$ cat src/rtl/serial_cla_adder_pkg.sv
// ============================================================================
// Module  : serial_cla_adder_pkg
// Brief   : Shared slice width and FSM state encoding for serial_cla_adder.
// Revision: 1.0  initial release
// ============================================================================
`default_nettype none

package serial_cla_adder_pkg;

  localparam int SLICE_W = 4;

  typedef enum logic [1:0] {
    IDLE = 2'd0,
    RUN  = 2'd1,
    DONE = 2'd2
  } state_t;

endpackage

`default_nettype wire

$ cat src/rtl/serial_cla_adder_cla4_slice.sv
// ============================================================================
// Module  : cla4_slice
// Brief   : Combinational 4-bit carry-lookahead slice with group P/G outputs.
// Revision: 1.0  initial release
// ============================================================================
`default_nettype none

module cla4_slice (
  input  logic [3:0] a,
  input  logic [3:0] b,
  input  logic       cin,
  output logic [3:0] s,
  output logic       cout,
  output logic       gp,
  output logic       gg
);

  logic [3:0] w_p;
  logic [3:0] w_g;
  logic [3:1] w_c;

  assign w_p = a ^ b;
  assign w_g = a & b;

  // Every carry is a flat sum of products of p/g and cin: no ripple chain.
  assign w_c[1] = w_g[0] | (w_p[0] & cin);
  assign w_c[2] = w_g[1] | (w_p[1] & w_g[0]) | (w_p[1] & w_p[0] & cin);
  assign w_c[3] = w_g[2] | (w_p[2] & w_g[1]) | (w_p[2] & w_p[1] & w_g[0])
                | (w_p[2] & w_p[1] & w_p[0] & cin);

  assign gp = &w_p;
  assign gg = w_g[3] | (w_p[3] & w_g[2]) | (w_p[3] & w_p[2] & w_g[1])
            | (w_p[3] & w_p[2] & w_p[1] & w_g[0]);

  assign cout = gg | (gp & cin);
  assign s    = w_p ^ {w_c[3:1], cin};

endmodule

`default_nettype wire

$ cat src/rtl/serial_cla_adder.sv
// ============================================================================
// Module  : serial_cla_adder
// Brief   : WIDTH-bit adder evaluated one 4-bit lookahead slice per clock.
// Revision: 1.0  initial release
// ============================================================================
`default_nettype none

module serial_cla_adder
  import serial_cla_adder_pkg::*;
#(
  parameter int WIDTH = 16
) (
  input  logic             clk,
  input  logic             rst_n,
  input  logic             in_valid,
  output logic             in_ready,
  input  logic [WIDTH-1:0] a,
  input  logic [WIDTH-1:0] b,
  input  logic             cin,
  output logic             out_valid,
  input  logic             out_ready,
  output logic [WIDTH-1:0] sum,
  output logic             cout,
  output logic             ovf
);

  localparam int NSLICE = WIDTH / SLICE_W;
  localparam int IDX_W  = (NSLICE > 1) ? $clog2(NSLICE) : 1;
  localparam logic [IDX_W-1:0] c_last = IDX_W'(NSLICE - 1);

  if ((WIDTH < SLICE_W) || ((WIDTH % SLICE_W) != 0)) begin : g_bad_width
    $error("serial_cla_adder: WIDTH must be a positive multiple of 4");
  end

  state_t             r_state;
  state_t             w_next;
  logic [IDX_W-1:0]   r_idx;
  logic               r_carry;
  logic [WIDTH-1:0]   r_a;
  logic [WIDTH-1:0]   r_b;
  logic [WIDTH-1:0]   r_sum;
  logic               r_cout;
  logic               r_ovf;
  logic [SLICE_W-1:0] w_s;
  logic               w_cout;

  cla4_slice u_slice (
    .a    (r_a[SLICE_W*r_idx +: SLICE_W]),
    .b    (r_b[SLICE_W*r_idx +: SLICE_W]),
    .cin  (r_carry),
    .s    (w_s),
    .cout (w_cout),
    .gp   (),
    .gg   ()
  );

  always_ff @(posedge clk or negedge rst_n) begin
    if (!rst_n) r_state <= IDLE;
    else        r_state <= w_next;
  end

  always_comb begin
    w_next = r_state;
    case (r_state)
      IDLE:    if (in_valid)        w_next = RUN;
      RUN:     if (r_idx == c_last) w_next = DONE;
      DONE:    if (out_ready)       w_next = IDLE;
      default:                      w_next = IDLE;
    endcase
  end

  always_ff @(posedge clk or negedge rst_n) begin
    if (!rst_n) begin
      r_idx   <= '0;
      r_carry <= 1'b0;
      r_a     <= '0;
      r_b     <= '0;
      r_sum   <= '0;
      r_cout  <= 1'b0;
      r_ovf   <= 1'b0;
    end else begin
      case (r_state)
        IDLE: begin
          if (in_valid) begin
            r_a     <= a;
            r_b     <= b;
            r_carry <= cin;
            r_idx   <= '0;
            r_sum   <= '0;
          end
        end
        RUN: begin
          r_sum[SLICE_W*r_idx +: SLICE_W] <= w_s;
          r_carry <= w_cout;
          if (r_idx == c_last) begin
            r_cout <= w_cout;
            // Operand MSBs xor sum MSB recovers the carry into the top bit.
            r_ovf  <= w_cout ^ (r_a[WIDTH-1] ^ r_b[WIDTH-1] ^ w_s[SLICE_W-1]);
          end else begin
            r_idx  <= r_idx + 1'b1;
          end
        end
        default: ;
      endcase
    end
  end

  assign in_ready  = (r_state == IDLE);
  assign out_valid = (r_state == DONE);
  assign sum       = r_sum;
  assign cout      = r_cout;
  assign ovf       = r_ovf;

endmodule

`default_nettype wire

$ cat config.mk
export PLATFORM = sky130hd
export DESIGN_NAME = serial_cla_adder
export DESIGN_NICKNAME = d
export VERILOG_FILES = /design/src/rtl/serial_cla_adder_pkg.sv /design/src/rtl/serial_cla_adder_cla4_slice.sv /design/src/rtl/serial_cla_adder.sv
export SDC_FILE = /design/constraint.sdc
export NUM_CORES = 1
export LEC_CHECK = 0
export ABC_CLOCK_PERIOD_IN_PS = 5700
export CELL_PAD_IN_SITES_DETAIL_PLACEMENT = 0
export CELL_PAD_IN_SITES_GLOBAL_PLACEMENT = 1
export CORE_MARGIN = 10
export CORE_UTILIZATION = 44
export DETAILED_ROUTE_END_ITERATION = 8
export PLACE_DENSITY = 0.82
export REMOVE_ABC_BUFFERS = 1
export SLEW_MARGIN = 20
export SYNTH_ARGS = -nofsm -noshare
export SYNTH_HDL_FRONTEND = slang
export SYNTH_HIERARCHICAL = 1
export SYNTH_SLANG_ARGS = --single-unit
$ cat constraint.sdc
create_clock -name clk -period 5.7 [get_ports clk]
set_clock_uncertainty 0.2 [all_clocks]
set_input_delay 1.14 -clock clk [delete_from_list [all_inputs] [get_ports clk]]
set_output_delay 1.14 -clock clk [all_outputs]
set_load 0.01 [all_outputs]
* Word-level counts from Yosys, hierarchy flattened *
Cells that the tools add are included.

word-level totals
  register bits after elaboration = 55
  output and inout bits = 20
  word-level logic and storage cells = 72

cells by class
  $add $sub $neg = 2
  equality and inequality tests = 7
  shift-type cells = 4
  muxes and demuxes = 12
  bitwise operators = 31
  reduce and logical (&&, ||, !) cells = 8

operators by type and width
  kind                       count
  $neg A4 Y34                1
  $shift A4 B34 Y16 const A  1
  $shiftx A4 B34 Y16         1
  $pmux W16 S2               1
  $shiftx A16 B5 Y4          2
  $bwmux W16                 1
  $mux W16                   1
  $and A1 B1 Y1              15
  $mux W2                    5
  $or A1 B1 Y1               10
  $xor A4 B4 Y4              2
  $ne A2 B2 Y1 const B       3
  $pmux W2 S3                1
  $reduce_and A2 Y1          3
  $reduce_and A3 Y1          2
  $and A4 B4 Y4              1
  $eq A2 B2 Y1 const B       2
  $pmux W2 S2                1
  $reduce_and A4 Y1          1
  $xor A1 B1 Y1              3
  $add A2 B1 Y2 const B      1
  $eq A2 B1 Y1 const B       1
  $logic_not A2 Y1           1
  $ne A2 B1 Y1 const B       1
  3 further kinds            3

* Logic depth before layout (Yosys ltp) *
  depth after elaboration = 10
  gate-level depth with buffers = 10
  gate-level depth less buffers = 8

* Modules after synthesis *
Netlist, hierarchy kept.

by module, submodules not included
  module            instances  cells an instance  area each (um^2)
  serial_cla_adder  1          169                2484.9
  cla4_slice        1          22                 181.4

* Worst setup path before layout *
OpenSTA, ideal clock, no wires.

  kind = register to register
  start point = register r_idx[0]
  end point = register r_ovf (netlist: ovf)
  arrival time = 2.561 ns
  slack = 2.810 ns
  cell stages (with the launch flop) = 11
  buffers on the path = 2
  clock period less this slack = 2.890 ns
  path through = dfrtp_1 > buf_4 > buf_2 > mux4_2 > ha_1 > a21oi_2 > nand3_2 > xor2_1 > xnor2_1 > xnor2_1 > o21ai_0

between the ends
  word-level cells in the longest chain between the ends = 9

RTL lines
  element                                                line                                                                  RTL
  start: declaration                                     serial_cla_adder.sv:37                                                logic [IDX_W-1:0] r_idx;
  start signal: assignment                               serial_cla_adder.sv:100                                               r_idx <= r_idx + 1'b1;
  $shiftx A16 B5 Y4 (on tied branches)                   serial_cla_adder.sv:48, serial_cla_adder.sv:49
  $xor A4 B4 Y4 / $and A4 B4 Y4 (equally long branches)  serial_cla_adder_cla4_slice.sv:22, serial_cla_adder_cla4_slice.sv:23
  $and A1 B1 Y1 (on tied branches)                       serial_cla_adder_cla4_slice.sv:28, serial_cla_adder_cla4_slice.sv:29
  $or A1 B1 Y1 (tied with other cells)                   serial_cla_adder_cla4_slice.sv:28                                     assign w_c[3] = w_g[2] | (w_p[2] & w_g[1]) | (w_p[2] & w_p[1] & w_g[0])
  $or A1 B1 Y1 / $and A1 B1 Y1 (equally long branches)   serial_cla_adder_cla4_slice.sv:28, serial_cla_adder_cla4_slice.sv:29
  $or A1 B1 Y1                                           serial_cla_adder_cla4_slice.sv:29                                     | (w_p[2] & w_p[1] & w_p[0] & cin);
  $xor A4 B4 Y4 (*)                                      serial_cla_adder_cla4_slice.sv:36                                     assign s = w_p ^ {w_c[3:1], cin};
  named net w_s[3]                                       serial_cla_adder.sv:44                                                logic [SLICE_W-1:0] w_s;
  $xor A1 B1 Y1 (*) (2 in series)                        serial_cla_adder.sv:98                                                r_ovf <= w_cout ^ (r_a[WIDTH-1] ^ r_b[WIDTH-1] ^ w_s[SLICE_W-1]);
  end signal: assignment                                 serial_cla_adder.sv:98
  end: declaration                                       serial_cla_adder.sv:43                                                logic r_ovf;

Mark *: on every way through the listed nets, which the timed path passes. The rest lies on a longest branch.
A chain may end at the register's enable or synchronous reset.

* Worst setup path after layout *
Same ends and word-level chain as after synthesis.

==> summary.md <==
| Metric | Value |
|---|---|
| Run status | `finished clean` |
| Worst path slowest cell | `dfrtp_1` |
| Starting density of the core | `44.96%` |
| CP Capture Type | `flip-flop` |
| Startpoint Class | `flip-flop` |
| Worst hold path type | `reg2reg` |
| Gr usage total | `11.24%` |
| Crit Path Max Fanout | `19` |
| Peak VDD IR | `0.0002924 V` |
| Clk root buf | `clkbuf_8` |
| Internal power | `1.276 mW` |
| Switching share of power | `39.69%` |
| Layout cells sized above 1 | `22.86%` |
| Worst-Skew Late Latency | `310 ps` |
| Max cap viols | `0` |
| Clock sink total | `55` |
| DR vias | `1668` |
| Hold_ws | `312.4 ps` |
| Detailed router's first-iteration violation count | `25` |
| 1st-pass router iterations | `4` |
| Total core area | `5886 sq um` |
| Number of global-route vias before repair | `1860` |
| Gate Count Post-Synth | `188` |
| RSZ-0062 raised after global routing | `false` |
| # IOs | `57` |
| Routed WL | `5.222 mm` |
| Total Neg Setup Slack | `0 ps` |
| # DRC | `0` |
| Net switching power | `839.4 uW` |
| Total CTS buffers | `5` |
| Placed insts | `312` |
| Placed cell area | `3246 sq um` |
| Mean routed wirelength per cell | `16.32 um` |
| Clock Power Share | `10.0%` |
| Rows | `28` |
| Worst path max stage delay | `890 ps` |
| Final non-filler cell total | `320` |
| Crit path cell chain | `mux4_2 -> ha_1 -> a21oi_2 -> nand3_2 -> xor2_1 -> xnor2_1 -> xnor2_1 -> o21ai_0` |
| Synthesized cell area | `2646 sq um` |
| Post-DRT Antenna Nets | `0` |
| Die ar. | `9516 sq um` |
| Gr ovfl total | `0` |
| Setup CP Type | `reg2reg` |
| CTS HTree Levels | `2` |
| Register share of total power | `34.7%` |
| Largest net degree at the start of global routing | `56` |
| Worst Tran Pin Value | `822.7 ps` |
| TritonCTS clock tree | `yes` |
| Arrival time at the worst endpoint | `3270 ps` |
| Clk slew on worst S/H paths | `90 ps` |
| CTS max path bufs | `2` |
| Hpwl dp | `3.976 mm` |
| Initial antenna violation count | `0` |
| Hold Buf Count CTS | `0` |
| ANT cells | `0` |
| Max Clock Freq | `304.6 MHz` |
| Post-CTS Resized | `0` |
| DIE HEIGHT | `97.55 um` |
| Slew Viols, Final | `0` |
| Reg2reg setup slack | `2420 ps` |
| Endpoints failing setup | `0` |
| Min-Delay Startpoint | `r_a[1]$_DFFE_PN0P_` |
| Hold path cells | `1` |
| Worst Hold Path EP | `r_a[1]$_DFFE_PN0P_` |
| Mean Syn Cell Area | `14.08 sq um` |
| Logic pwr share | `55.3%` |
| LEAKAGE | `1.434 nW` |
| Reg-to-Reg Start | `r_idx[0]$_DFFE_PN0P_` |
| Buffers added on ports | `56` |
| Gpl congestion | `0.7799` |
| FF-to-FF End | `ovf$_DFFE_PN0P_` |
| Req. time, crit path | `5690 ps` |
| Postcts setup bufs | `0` |
| FF-to-FF path depth | `8` |
| Die extent in x | `97.55 um` |
| Max-slew headroom | `45.15%` |
| Post-layout net count | `292` |
| Hold Violations, Final | `0` |
| Total power draw | `2.115 mW` |
| First-pass GRT wire length | `9.004 mm` |
| PwrDens | `634.6 nW/um^2` |
| Area Growth Syn to Fin | `25.96%` |
| Minimum clock period after layout | `3283 ps` |
| Fin area | `3333 sq um` |
| Detailed-route vias per instance | `5.213` |
| Commonest cells after routing, fill and taps aside | `dfrtp_1, clkdlybuf4s50_1, mux2_2, a22o_1, ha_1` |
| Synth warnings | `6` |
| CP most frequent cell | `xnor2_1` |
| Crit share post-route | `57.59%` |
[flip-flops by register name (all words and copies together), names as in the netlist]
signal and cells:
r_a 16, r_idx 2, r_b 16, sum 16, r_carry 1, r_state 2
ovf 1, cout 1
[stage by stage]
stage	util (%)	worst slack (ps)
2_1_floorplan	-	2784
3_3_place_gp	55.14	2454
3_5_place_dp	55.14	2423
4_1_cts	56.63	2397
5_1_grt	56.63	2112
6_report	56.63	2417
[final cells by class]
type / instances / area (sq um)
Multi-Input combinational cell: 116 / 1175
Clock inverter: 3 / 18.77
Fill cell: 523 / 2552
Inverter: 8 / 30.03
Sequential cell: 55 / 1376
Clock buffer: 5 / 68.82
Timing Repair Buffer: 58 / 570.5
Tap cell: 75 / 93.84
[worst max path at each step]
stage	start	depth (start not counted)	slack, ps	to
floorplan	r_idx[0]$_DFFE_PN0P_	8	2780	ovf$_DFFE_PN0P_
detailed placement	r_idx[0]$_DFFE_PN0P_	8	2420	ovf$_DFFE_PN0P_
global placement	r_idx[0]$_DFFE_PN0P_	8	2450	ovf$_DFFE_PN0P_
CTS	r_idx[0]$_DFFE_PN0P_	8	2400	ovf$_DFFE_PN0P_
global route	r_idx[0]$_DFFE_PN0P_	8	2110	ovf$_DFFE_PN0P_
finish	r_idx[0]$_DFFE_PN0P_	8	2420	ovf$_DFFE_PN0P_
[power groups by stage]
stage / Clock, mW / Combinational, mW / Sequential, mW
after floorplan: 0 / 0.846 / 0.713
after global placement: 0 / 1.17 / 0.744
after detailed placement: 0 / 1.18 / 0.748
after CTS: 0.222 / 1.19 / 0.738
after global routing: 0.234 / 1.31 / 0.764
final: 0.212 / 1.17 / 0.734
[per-layer routing]
layer  share of wire (%)  track usage, %  wire [um]
met4                 1.2           3.356         61
met3                 7.2           4.339        378
met5                   0               0          0
met1                  45           14.00       2357
met2                  46           17.53       2425
[critical path: cells and delay by family, from the launching register on]
kind | cells | cell delay, ps
AO/OA/AOI/OAI | 2 | 250
XOR/XNOR | 3 | 760
adder cells (fa/ha/maj) | 1 | 370
flip-flops | 1 | 890
multiplexers | 1 | 590
AND/OR/NAND/NOR | 1 | 100
Power figures use the tool's default switching activity.
